[src/rtl/rom_arb_pkg.sv]
// rom_arb_pkg
//   Shared types and constants for the monitor-ROM port arbiter.
//   - REQ_CPU / REQ_SHADOW : requester ids carried through the tag pipeline
//   - rom_tag_t            : (valid, id) entry of the in-flight read pipeline
//   - arb_state_t          : last-grant pointer of the round-robin arbiter
//   - rom_latency_legal()  : elaboration check for the ROM_LATENCY parameter
package rom_arb_pkg;

    localparam logic REQ_CPU    = 1'b0;
    localparam logic REQ_SHADOW = 1'b1;

    typedef struct packed {
        logic valid;
        logic id;
    } rom_tag_t;

    // The pointer names the requester granted most recently; on a tie the
    // other requester wins. Reset value is ST_LAST_SHADOW so the CPU wins
    // the first tie after reset.
    typedef enum logic {
        ST_LAST_CPU    = 1'b0,
        ST_LAST_SHADOW = 1'b1
    } arb_state_t;

    // Only a plain registered read (1) or a read with the output register
    // enabled (2) is supported by the ROM macro.
    function automatic bit rom_latency_legal(int latency);
        return (latency == 1) || (latency == 2);
    endfunction

endpackage

[src/rtl/rom_port_arbiter_if.sv]
// rom_port_arbiter_if
//   Bundles the two requester ports, the ROM address/data pair and the
//   arbiter state debug signal.
//   Handshake: a requester raises reqN with a stable addrN and keeps both
//   stable until it sees the one-cycle gntN pulse; it may drop reqN in the
//   grant cycle. Read data comes back later as a one-cycle rvalidN pulse with
//   rdataN, in grant order; rdataN holds its value between pulses. There is
//   no backpressure on the response side.
//   modport slave  : arbiter side
//   modport master : requesters + ROM side (testbench / SBC top level)
interface rom_port_arbiter_if
    import rom_arb_pkg::*;
#(
    parameter int DATA_WIDTH = 8,
    parameter int ADDR_WIDTH = 14
);
    logic                  req0;
    logic [ADDR_WIDTH-1:0] addr0;
    logic                  gnt0;
    logic                  rvalid0;
    logic [DATA_WIDTH-1:0] rdata0;

    logic                  req1;
    logic [ADDR_WIDTH-1:0] addr1;
    logic                  gnt1;
    logic                  rvalid1;
    logic [DATA_WIDTH-1:0] rdata1;

    logic [ADDR_WIDTH-1:0] rom_address;
    logic [DATA_WIDTH-1:0] rom_data;

    arb_state_t            arb_state;

    modport slave (
        input  req0, addr0, req1, addr1, rom_data,
        output gnt0, rvalid0, rdata0, gnt1, rvalid1, rdata1, rom_address,
        output arb_state
    );

    modport master (
        output req0, addr0, req1, addr1, rom_data,
        input  gnt0, rvalid0, rdata0, gnt1, rvalid1, rdata1, rom_address,
        input  arb_state
    );
endinterface

[src/rtl/rom_arb_tagpipe.sv]
// rom_arb_tagpipe
//   (valid, id) shift register tracking reads in flight through the ROM.
//   An entry is shifted in every cycle (valid=0 when nothing was granted) and
//   emerges DEPTH cycles later, aligned with the ROM output for that read.
//   Ports:
//     clock, reset : rising-edge clock, synchronous active-high clear
//     push_tag     : entry entering the pipeline this cycle
//     tail_tag     : entry leaving the pipeline this cycle
module rom_arb_tagpipe
    import rom_arb_pkg::*;
#(
    parameter int DEPTH = 2
) (
    input  logic     clock,
    input  logic     reset,
    input  rom_tag_t push_tag,
    output rom_tag_t tail_tag
);
    rom_tag_t stage_q [DEPTH];

    always_ff @(posedge clock) begin
        if (reset) begin
            for (int i = 0; i < DEPTH; i++) begin
                stage_q[i] <= '0;
            end
        end else begin
            stage_q[0] <= push_tag;
            for (int i = 1; i < DEPTH; i++) begin
                stage_q[i] <= stage_q[i-1];
            end
        end
    end

    assign tail_tag = stage_q[DEPTH-1];
endmodule

[src/rtl/rom_port_arbiter.sv]
// rom_port_arbiter
//   Shares one single-port registered-read ROM between the CPU read path
//   (requester 0) and the boot shadow-copy engine (requester 1). Round-robin
//   arbitration, registered ROM address, and response steering by a tag
//   pipeline so data returns to the requester that issued the read.
//   Ports:
//     clock, reset : rising-edge clock, synchronous active-high reset
//     bus          : requester ports, ROM address/data, arbiter state
//   Parameters:
//     DATA_WIDTH, ADDR_WIDTH : ROM word / address width (match the interface)
//     ROM_LATENCY            : ROM read latency, 1 or 2 cycles
module rom_port_arbiter
    import rom_arb_pkg::*;
#(
    parameter int DATA_WIDTH  = 8,
    parameter int ADDR_WIDTH  = 14,
    parameter int ROM_LATENCY = 1
) (
    input  logic               clock,
    input  logic               reset,
    rom_port_arbiter_if.slave  bus
);
    if (!rom_latency_legal(ROM_LATENCY)) begin : g_bad_latency
        $error("rom_port_arbiter: ROM_LATENCY must be 1 or 2");
    end

    arb_state_t            state_q, state_d;
    logic                  gnt0_q, gnt1_q;
    logic                  win0, win1;
    logic [ADDR_WIDTH-1:0] rom_address_q;
    rom_tag_t              push_tag, tail_tag;
    logic                  rvalid0_q, rvalid1_q;
    logic [DATA_WIDTH-1:0] rdata0_q, rdata1_q;

    // Arbitration: a requester is not eligible in its own grant cycle, which
    // is what lets the requester keep req high until it observes gnt.
    always_comb begin
        state_d  = state_q;
        win0     = 1'b0;
        win1     = 1'b0;
        push_tag = '0;

        if (bus.req0 && !gnt0_q &&
            (!(bus.req1 && !gnt1_q) || state_q == ST_LAST_SHADOW)) begin
            win0 = 1'b1;
        end else if (bus.req1 && !gnt1_q) begin
            win1 = 1'b1;
        end

        if (win0) begin
            state_d = ST_LAST_CPU;
        end else if (win1) begin
            state_d = ST_LAST_SHADOW;
        end

        push_tag.valid = win0 | win1;
        push_tag.id    = win1 ? REQ_SHADOW : REQ_CPU;
    end

    always_ff @(posedge clock) begin
        if (reset) begin
            state_q       <= ST_LAST_SHADOW;
            gnt0_q        <= 1'b0;
            gnt1_q        <= 1'b0;
            rom_address_q <= '0;
        end else begin
            state_q <= state_d;
            gnt0_q  <= win0;
            gnt1_q  <= win1;
            // Address holds when idle; the idle reads are simply untagged.
            if (win0) begin
                rom_address_q <= bus.addr0;
            end else if (win1) begin
                rom_address_q <= bus.addr1;
            end
        end
    end

    // Depth ROM_LATENCY+1: one stage for the address register, then one per
    // ROM latency cycle, so the tail lines up with valid rom_data.
    rom_arb_tagpipe #(
        .DEPTH (ROM_LATENCY + 1)
    ) u_tagpipe (
        .clock    (clock),
        .reset    (reset),
        .push_tag (push_tag),
        .tail_tag (tail_tag)
    );

    always_ff @(posedge clock) begin
        if (reset) begin
            rvalid0_q <= 1'b0;
            rvalid1_q <= 1'b0;
            rdata0_q  <= '0;
            rdata1_q  <= '0;
        end else begin
            rvalid0_q <= tail_tag.valid && (tail_tag.id == REQ_CPU);
            rvalid1_q <= tail_tag.valid && (tail_tag.id == REQ_SHADOW);
            if (tail_tag.valid && (tail_tag.id == REQ_CPU)) begin
                rdata0_q <= bus.rom_data;
            end
            if (tail_tag.valid && (tail_tag.id == REQ_SHADOW)) begin
                rdata1_q <= bus.rom_data;
            end
        end
    end

    assign bus.gnt0        = gnt0_q;
    assign bus.gnt1        = gnt1_q;
    assign bus.rom_address = rom_address_q;
    assign bus.rvalid0     = rvalid0_q;
    assign bus.rvalid1     = rvalid1_q;
    assign bus.rdata0      = rdata0_q;
    assign bus.rdata1      = rdata1_q;
    assign bus.arb_state   = state_q;
endmodule

[src/flat_wrapper.sv]
// flat-port wrapper written by rule: the top's interface ports become plain ports
module rom_port_arbiter_flat import rom_arb_pkg::*;
#(
    parameter int DATA_WIDTH  = 8,
    parameter int ADDR_WIDTH  = 14,
    parameter int ROM_LATENCY = 1
)
  (clock, reset, bus_req0, bus_addr0, bus_req1, bus_addr1, bus_rom_data, bus_gnt0, bus_rvalid0, bus_rdata0, bus_gnt1, bus_rvalid1, bus_rdata1, bus_rom_address, bus_arb_state);
  rom_port_arbiter_if #(.DATA_WIDTH(DATA_WIDTH), .ADDR_WIDTH(ADDR_WIDTH)) bus_i ();
  input  logic clock;
  input  logic reset;
  input wire logic [$bits(bus_i.req0)-1:0] bus_req0;
  input wire logic [$bits(bus_i.addr0)-1:0] bus_addr0;
  input wire logic [$bits(bus_i.req1)-1:0] bus_req1;
  input wire logic [$bits(bus_i.addr1)-1:0] bus_addr1;
  input wire logic [$bits(bus_i.rom_data)-1:0] bus_rom_data;
  output wire logic [$bits(bus_i.gnt0)-1:0] bus_gnt0;
  output wire logic [$bits(bus_i.rvalid0)-1:0] bus_rvalid0;
  output wire logic [$bits(bus_i.rdata0)-1:0] bus_rdata0;
  output wire logic [$bits(bus_i.gnt1)-1:0] bus_gnt1;
  output wire logic [$bits(bus_i.rvalid1)-1:0] bus_rvalid1;
  output wire logic [$bits(bus_i.rdata1)-1:0] bus_rdata1;
  output wire logic [$bits(bus_i.rom_address)-1:0] bus_rom_address;
  output wire logic [$bits(bus_i.arb_state)-1:0] bus_arb_state;
  assign bus_i.req0 = bus_req0;
  assign bus_i.addr0 = bus_addr0;
  assign bus_i.req1 = bus_req1;
  assign bus_i.addr1 = bus_addr1;
  assign bus_i.rom_data = bus_rom_data;
  assign bus_gnt0 = bus_i.gnt0;
  assign bus_rvalid0 = bus_i.rvalid0;
  assign bus_rdata0 = bus_i.rdata0;
  assign bus_gnt1 = bus_i.gnt1;
  assign bus_rvalid1 = bus_i.rvalid1;
  assign bus_rdata1 = bus_i.rdata1;
  assign bus_rom_address = bus_i.rom_address;
  assign bus_arb_state = bus_i.arb_state;
  rom_port_arbiter #(.DATA_WIDTH(DATA_WIDTH), .ADDR_WIDTH(ADDR_WIDTH), .ROM_LATENCY(ROM_LATENCY)) u_core (.clock(clock), .reset(reset), .bus(bus_i));
endmodule
[config.mk]
export PLATFORM = sky130hd
export DESIGN_NAME = rom_port_arbiter_flat
export DESIGN_NICKNAME = d
export VERILOG_FILES = /design/src/rtl/rom_arb_pkg.sv /design/src/rtl/rom_port_arbiter_if.sv /design/src/rtl/rom_arb_tagpipe.sv /design/src/rtl/rom_port_arbiter.sv /design/src/flat_wrapper.sv
export SDC_FILE = /design/constraint.sdc
export NUM_CORES = 1
export LEC_CHECK = 0
export ABC_AREA = 1
export BUFFER_PORTS_ARGS = -buffer_cell sky130_fd_sc_hd__buf_4
export CAP_MARGIN = 20
export CORE_MARGIN = 3
export CORE_UTILIZATION = 52
export CTS_BUF_LIST = sky130_fd_sc_hd__clkbuf_8
export DETAILED_ROUTE_END_ITERATION = 10
export PLACE_DENSITY = 0.88
export SETUP_SLACK_MARGIN = 0.05
export SYNTH_ARGS = -nofsm -noshare
export SYNTH_HDL_FRONTEND = slang
export SYNTH_SLANG_ARGS = --single-unit
[constraint.sdc]
create_clock -name clock -period 2.35 [get_ports clock]
set_input_delay 0 -clock clock [delete_from_list [all_inputs] [get_ports clock]]
set_output_delay 0 -clock clock [all_outputs]
set_load 0.05 [all_outputs]
After elaboration in Yosys (flattened, before gate mapping) --
Memory sizes are Yosys's and may differ from the RTL's. Cells that the tools add are included.
Word-level totals: register bits 35, memory bits (writable) 4, input port bits 40, output and inout bits 35, word-level logic and storage cells 36, memories kept 1
Operators by class: muxes and demuxes 13, bitwise logic cells 4, reduce and logical (&&, ||, !) cells 10
Memory list:
- u_core.u_tagpipe.stage_q | words 2, width 2, read ports 2, clocked after memory_dff 0, wr ports 2, line rom_arb_tagpipe.sv:19 | rom_tag_t stage_q [DEPTH];
Operators by type and width (count):
- $mux 14 | 2
- $mux 1 | 9
- $logic_and 1x1->1 | 5
- $mux 2 | 2
- $logic_not 1->1 | 3
- $or 1x1->1 | 3
- $reduce_bool 2->1 | 1
- $logic_or 1x1->1 | 1
- $not 1->1 | 1

Longest topological paths before layout --
Gate-level depths: netlist of the first run.
word-level depth 8, gate-level depth with buffers 8, mapped depth without buffers 7

By module --
Synthesis of the first run repeated with hierarchy kept, for this count alone.
Second synthesis, totals: cells, all modules 229, area total of the unflattened synthesis 1610.3 sq um
Modules (own cells, without submodules):
- rom_port_arbiter | times used 1, cells each 215, area an instance 1485.2 sq um, sequential area each 700.7 sq um
- rom_arb_tagpipe | times used 1, cells each 14, area an instance 125.1 sq um, sequential area each 80.1 sq um

Worst setup path before layout of the first run --
OpenSTA, ideal clock, no wires.
path kind reg2reg, start point reg u_core.gnt0_q, in the netlist u_core.bus.gnt0, end point reg u_core.rom_address_q[10], in the netlist u_core.bus.rom_address[10], library setup time 0.114 ns, data arrival time 1.287 ns, required time 2.236 ns, setup slack 0.949 ns, stages on the path, launching flop included 9, path buffers 1, clock period less this slack 1.401 ns, cell sequence dfxtp_1 > inv_2 > nand2_4 > inv_4 > nand2_2 > buf_4 > nand2_1 > nand3_2 > nand2_1
Between the ends: longest elaborated chain between the ends 5, elaborated cells between the ends (all ways) 7, those cells by class 3 x mux; 4 x reduce/logical
Ends and longest elaborated chain:
- start, declared | line rom_port_arbiter.sv:28 | logic gnt0_q, gnt1_q;
- start signal, assigned | line rom_port_arbiter.sv:68 | gnt0_q <= win0;
- $logic_not 1->1 * | line rom_port_arbiter.sv:43 | if (bus.req0 && !gnt0_q &&
- $logic_and 1x1->1 * (2 in a row) | line rom_port_arbiter.sv:43
- $mux 1 | line rom_port_arbiter.sv:43
- $mux 14 or $reduce_bool 2->1 (tied branches)
- end signal, assigned | line rom_port_arbiter.sv:72 | rom_address_q <= bus.addr0;
- end signal, assigned | line rom_port_arbiter.sv:74 | rom_address_q <= bus.addr1;
- end, declared | line rom_port_arbiter.sv:30 | logic [ADDR_WIDTH-1:0] rom_address_q;
Every way passes the cells marked *; elsewhere a longest branch is shown, timed or not. A chain may end at the register's enable or synchronous reset.

==> impl_summary.txt, run 1 <==
----------------------------------------------------
[Outcome]
  Outcome ... finished clean

[Timing]
  Clock Skews ... 0.00529 ns
  Min setup slack post-route ... 0.908 ns
  Final-report max-slew violation count ... 0
  Final setup violating endpoints ... 0
  Maximum clock frequency ... 694 MHz
  Final total negative setup slack ... 0 ns
  Hold WS ... 0.000802 ns
  Unrepaired setup endpoints after global routing ... false
  Worst slew margin ... 65.4%
  Transition at the pin with the smallest max-transition slack ... 0.518 ns
  Final count of hold timing violations ... 0
  Fraction of the cycle the final worst path needs ... 61.3%
  Final Critical Period ... 1.44 ns

[Cells and area]
  Diodes inserted ... 0
  Final Util ... 83.9%
  Fraction of layout instances using a drive strength above 1 ... 34.6%
  Final cell area excluding filler cells ... 0.00241 mm^2
  Area added between synthesis and finish ... 47.9%
  Number of nets in the layout ... 337
  Final instance count without filler cells ... 340

[Power and ir drop]
  Overall power after layout ... 1.80 mW
  VDD IR-drop max ... 0.521 mV
  Ratio of total power to cell area ... 744 mW/mm^2
  Static leakage ... 1.27 nW

[Global route]
  Total congestion overflow ... 0
  Global-route wire length before repair ... 6.79 mm
  Number of antenna violations at the first check in global routing ... 0
  Via count of the first global-routing pass ... 1543
  GRT Resource Usage Total ... 24.4%
  Maximum number of pins on one net before global-route repair ... 32

[Floorplan]
  Placeable Area ... 0.00288 mm^2
  Initial core utilization ... 56.8%
  Die H ... 62.0 um
  Floorplan die area ... 0.00385 mm^2
  Number of top-level pins ... 75
  Num rows ... 19
  Floorplan die width ... 62.0 um

[Flow run]
  Number of max-capacitance violations reported ... 0

[Hold path]
  Hold/Removal Path Class ... input pin to register

[Placement]
  DP Worst Slack ... 0.946 ns
  Placement-stage cell area ... 0.00218 mm^2
  DP HPWL ... 2.99 mm
  Number of placed cells counting well taps ... 323
  Final RePlAce weighted congestion ... 0.739
  IO buf count ... 74

[Critical path]
  WP data arrival ... 1.68 ns
  Peak per-stage delay on the critical path ... 0.52 ns
  Crit path launch type ... register
  Kind of end point of the critical path ... register
  Required time of the critical path ... 2.59 ns
  Critical path, cell by cell ... inv_2 > nand2_2 > a21oi_4 > nand3_1 > nand2_1
  Crit Path Category ... register to register
  Master of the slowest instance on the critical path ... a21oi_4
  CP max FO ... 16

[CTS]
  Deepest clock path buffer count ... 2
  Number of clock buffers inserted by TritonCTS ... 5
  Number of H-tree branching levels ... 2
  # resized after CTS ... 0
  Count of hold buffers inserted by post-cts repair ... 9
  Clock tree from TritonCTS ... yes
  Clock root cell ... clkbuf_8
  Post-CTS Setup Bufs ... 0
  CTS clk-pin slew, worst paths ... 0.07 ns
  Sinks on the clock net ... 38
  Clk_lat worst skew ... 0.29 ns

[Drt]
  Average wire per cell in the routed design ... 13.2 um
  Residual antenna-violating net count after detailed routing ... 0
  Detailed Route Iter0 Violations ... 72
  DRC violations left ... 0
  Number of vias after detailed routing ... 1720
  Pre-Repair DR Iteration Count ... 4
  Total Routed Length ... 4.50 mm
  Vias/cell ... 5.06

[Yosys]
  Area contributors post-synth ... dfxtp_1 47%, nor2_1 8.5%, inv_1 7.1%, nand2_1 6.7%, nand3_2 6.1%
  Cell type with the highest aggregate area in the netlist ... dfxtp_1
  Top cell type's share of synthesized area ... 46.6%
  Mean instance size in the synthesized netlist ... 7.52 um^2
  Count of different cell masters after synthesis ... 20
  Flip-flop and latch count after synthesis ... 38
  Number of warning messages in the yosys log ... 0
  Fraction of registers with async set or reset after synthesis ... 0%
  Fraction of the yosys area taken by sequential cells ... 46.6%
  Most instantiated flip-flop cell in the synthesis netlist ... dfxtp_1
  Net count after synthesis ... 257
  Number of enable-type register cells in the synthesized netlist ... 0
  Area of the mapped netlist ... 0.00163 mm^2
  Synthesized netlist cell count ... 217

----------------------------------------------------
==> layout by cell type (no fill, tap or decap) <==
cell and n:
nor3b_1 1, nand3_1 19, nand4_1 14, nor2_1 37, nor2_2 1, inv_4 1
nand2_1 29, dlygate4sd3_1 9, dfxtp_1 38, a21oi_4 1, bufinv_16 2, inv_2 5
o21ai_1 9, o21ai_0 7, clkbuf_8 6, nand2_2 2, o211ai_1 1, buf_4 74
inv_1 31, nand2_4 1, nand3_2 10
==> synthesized netlist by cell type, types with 2 or more instances <==
cell type  instances
nor2_1            37
nand3_2           10
nand3_1           19
inv_1             31
dfxtp_1           38
nand2_2            2
buf_2              8
o21ai_1            9
o21ai_0            7
nand2_1           29
inv_2              5
nand4_1           14
==> area by class of cell <==
| class | instances | area (um^2) |
|---|---|---|
| Clock inverter | 2 | 60.1 |
| Multi-Input combinational cell | 132 | 672 |
| Sequential cell | 38 | 761 |
| Fill cell | 181 | 462 |
| Inverter | 37 | 141 |
| Tap cell | 42 | 52.6 |
| Clock buffer | 6 | 82.6 |
| Timing Repair Buffer | 83 | 646 |
==> worst max-delay path, delay by kind of cell (launching register included) <==
kind	cells	cell delay, ns
buf+inv	1	0.08
simple gates	3	0.47
compound gates	1	0.52
flops	1	0.32
==> path summary, 6_finish.rpt <==
path	from	depth (start not counted)	slack, ns	to
worst max register to register	u_core.u_tagpipe.stage_q[0][0]	5	0.91	u_core.bus.rom_address[0]
worst max-delay path	u_core.u_tagpipe.stage_q[0][0]	5	0.91	u_core.bus.rom_address[0]
worst min-delay path	bus_addr1[3]	5	0.0008	u_core.bus.rom_address[3]
worst min register to register	u_core.u_tagpipe.stage_q[0][1]	2	0.40	u_core.u_tagpipe.stage_q[0][3]
==> flip-flops by register name, indices dropped and copies added, names as in the netlist <==
| name | count |
|---|---|
| u_core.bus.rom_address | 14 |
| u_core.bus.rdata0 | 8 |
| u_core.bus.rdata1 | 8 |
| u_core.u_tagpipe.stage_q | 4 |
| u_core.bus.arb_state | 1 |
| u_core.bus.gnt0 | 1 |
| u_core.bus.rvalid0 | 1 |
| u_core.bus.rvalid1 | 1 |
==> power breakdown <==
group / leakage (nW) / total [mW] / switching [mW] / internal, mW
Combinational: 0.890 / 0.409 / 0.268 / 0.141
Clock: 0.0714 / 0.677 / 0.224 / 0.453
Sequential: 0.312 / 0.710 / 0.0231 / 0.687
==> layer usage <==
| metal | vias to the layer above | share of wire (%) | track usage, % | wire length (um) |
|---|---|---|---|---|
| met4 | 0 | 2.5 | 11.5 | 111 |
| met3 | 12 | 7.1 | 4.96 | 319 |
| met5 | - | 0 | 0 | 0 |
| met2 | 65 | 50 | 41.7 | 2240 |
| met1 | 791 | 41 | 28.9 | 1830 |
| li1 | 852 | - | - | - |
==> cells by family (layout without fill, tap and decap cells) <==
family / count (synthesis) / in the layout / share of synthesized area [%]
simple gates: 114 / 114 / 34.8
buf+inv: 47 / 128 / 12.3
flops: 38 / 38 / 46.6
compound gates: 18 / 18 / 6.36
Power figures use the tool's default switching activity.
==> run 2, diff against run 1 <==
--- a/config.mk
+++ b/config.mk
@@ -9,10 +9,10 @@
 export BUFFER_PORTS_ARGS = -buffer_cell sky130_fd_sc_hd__buf_4
 export CAP_MARGIN = 20
 export CORE_MARGIN = 3
-export CORE_UTILIZATION = 52
+export CORE_UTILIZATION = 43
 export CTS_BUF_LIST = sky130_fd_sc_hd__clkbuf_8
 export DETAILED_ROUTE_END_ITERATION = 10
-export PLACE_DENSITY = 0.88
+export PLACE_DENSITY = 0.77
 export SETUP_SLACK_MARGIN = 0.05
 export SYNTH_ARGS = -nofsm -noshare
 export SYNTH_HDL_FRONTEND = slang
==> constraint.sdc (replaced) <==
create_clock -name clock -period 1.3 [get_ports clock]
set_input_delay 0 -clock clock [delete_from_list [all_inputs] [get_ports clock]]
set_output_delay 0 -clock clock [all_outputs]
set_load 0.05 [all_outputs]
==> run 2 against run 1 <==
  * The run now ends with negative hold slack left
  * Die area increased by 19%
  * Via count decreased by 2.2%
  * Cell count increased by 2.9%
  * Critical path depth unchanged
  * Flip-flop and latch count unchanged
  * Global-route usage decreased by 2.5 points
==> impl_summary.txt, run 2 (synthesis results as in run 1) <==
----------------------------------------------------
[Drt]
  Vias/cell ... 4.81
  Pre-Repair DR Iteration Count ... 4
  Total Routed Length ... 4.54 mm
  DRC violations left ... 0
  Detailed Route Iter0 Violations ... 105
  Residual antenna-violating net count after detailed routing ... 0
  Average wire per cell in the routed design ... 13.0 um
  Number of vias after detailed routing ... 1683

[Timing]
  Final-report max-slew violation count ... 0
  Final total negative setup slack ... 0 ns
  Fraction of the cycle the final worst path needs ... 91.3%
  Hold WS ... -0.00131 ns
  Clock Skews ... 0.00487 ns
  Maximum clock frequency ... 842 MHz
  Worst slew margin ... 73.8%
  Final count of hold timing violations ... 2
  Transition at the pin with the smallest max-transition slack ... 0.392 ns
  Final Critical Period ... 1.19 ns
  Unrepaired setup endpoints after global routing ... false
  Final setup violating endpoints ... 0

[CTS]
  Clk_lat worst skew ... 0.29 ns
  Number of H-tree branching levels ... 2
  Post-CTS Setup Bufs ... 0
  Number of clock buffers inserted by TritonCTS ... 5
  Deepest clock path buffer count ... 2
  Clock root cell ... clkbuf_8
  CTS clk-pin slew, worst paths ... 0.07 ns
  Clock tree from TritonCTS ... yes
  Sinks on the clock net ... 38

[Cells and area]
  Largest register FFs ... 14
  Fraction of layout instances using a drive strength above 1 ... 36.8%
  Most common cell after layout, fill and taps aside ... buf_4
  Most used cells in the layout excluding fill and tap cells ... 80 x buf_4, 37 x nor2_1, 35 x dfxtp_1
  Diodes inserted ... 0
  Final Util ... 70.8%
  Number of nets in the layout ... 343
  Area added between synthesis and finish ... 51.6%

[Outcome]
  Violated checks ... negative hold slack
  Outcome ... finished with violations

[Placement]
  DP HPWL ... 3.06 mm
  IO buf count ... 74
  Final RePlAce weighted congestion ... 0.760

[Critical path]
  Startpoint of the most critical register-to-register path ... u_core.bus.arb_state
  Kind of end point of the critical path ... register
  Crit path launch type ... input pin
  Required time of the critical path ... 1.48 ns
  R2R depth ... 6
  FF-to-FF setup slack ... 0.17 ns
  Critical path startpoint ... reset
  CP max FO ... 31
  Crit Path Category ... input pin to register
  Capture point of the worst reg-to-reg path ... u_core.bus.rom_address[4]
  WP data arrival ... 1.36 ns
  Critical Path End ... u_core.bus.rdata1[2]

[Global route]
  Global-route wire length before repair ... 7.57 mm
  Total congestion overflow ... 0
  GRT Resource Usage Total ... 21.8%
  Maximum number of pins on one net before global-route repair ... 32
  Number of antenna violations at the first check in global routing ... 0
  Via count of the first global-routing pass ... 1680

[Floorplan]
  Initial core utilization ... 46.7%
  Number of top-level pins ... 75
  Floorplan die width ... 67.6 um
  Placeable Area ... 0.00349 mm^2
  Die H ... 67.6 um
  Num rows ... 21
  Floorplan die area ... 0.00457 mm^2

[Power and ir drop]
  Ratio of total power to cell area ... 1320 mW/mm^2
  VDD IR-drop max ... 0.681 mV
  Static leakage ... 1.30 nW

[Flow run]
  Number of max-capacitance violations reported ... 0

[Hold path]
  Hold/Removal Path Class ... input pin to register

----------------------------------------------------
run 2: changes by cell type in the layout (fill, tap and decap cells not counted), sizes merged:
| cell | change |
|---|---|
| buf | +6 |
| clkinv | +1 |
| inv | -1 |
run 2: final cells by class:
class | count | area [um^2]
clock buffer | 6 | 82.6
clock inverter | 2 | 60.1
fill | 279 | 1020
inverter | 37 | 143
multi-input combinational | 132 | 677
sequential | 38 | 764
tap | 46 | 57.6
timing repair buffer | 89 | 691
run 2: critical path, stage by stage:
cell and delay [ns]:
dlygate4sd3_1 0.52, buf_4 0.17, clkinv_2 0.33, o21ai_0 0.26, nor2_1 0.07
run 2: stage by stage:
step           total power, mW  instance area (um^2)  worst slack, ns  instances  hold slack [ns]
2_1_floorplan             1.78                  1640           0.0693        217            0.135
3_3_place_gp              2.03                  2240            0.154        333            0.247
3_5_place_dp              2.04                  2240            0.104        333            0.250
4_1_cts                   3.28                  2470           0.0725        350          0.00114
5_1_grt                   3.39                  2470           0.0556        350           0.0154
6_report                  3.27                  2470            0.113        350         -0.00131
run 2: what timing repair did:
action	4_1_cts	5_1_grt
hold buffers	9	0
setup endpoints to repair	0	18
gates resized for setup	0	2
endpoints found under the hold margin	20	0
run 2: metal layers:
layer	wire length (um)	global-route usage, %
met1	1810	25.7
met2	2280	37.9
met3	344	5.16
met4	106	8.35
met5	0	0
run 2: worst min-delay path by stage:
| stage | from | endpoint | depth (start not counted) | slack (ns) |
|---|---|---|---|---|
| after floorplan | bus_rom_data[0] | u_core.bus.rdata0[0] | 2 | 0.13 |
| after global placement | bus_rom_data[7] | u_core.bus.rdata1[7] | 3 | 0.25 |
| after detailed placement | bus_rom_data[2] | u_core.bus.rdata0[2] | 3 | 0.25 |
| after CTS | bus_addr1[13] | u_core.bus.rom_address[13] | 5 | 0.001 |
| after global routing | bus_addr1[3] | u_core.bus.rom_address[3] | 5 | 0.02 |
| final | bus_addr1[5] | u_core.bus.rom_address[5] | 5 | -0.001 |
run 2: report_power, final:
| part | total, mW | internal (mW) | switching, mW |
|---|---|---|---|
| Sequential | 1.29 | 1.24 | 0.0433 |
| Clock | 1.22 | 0.818 | 0.402 |
| Combinational | 0.761 | 0.273 | 0.488 |
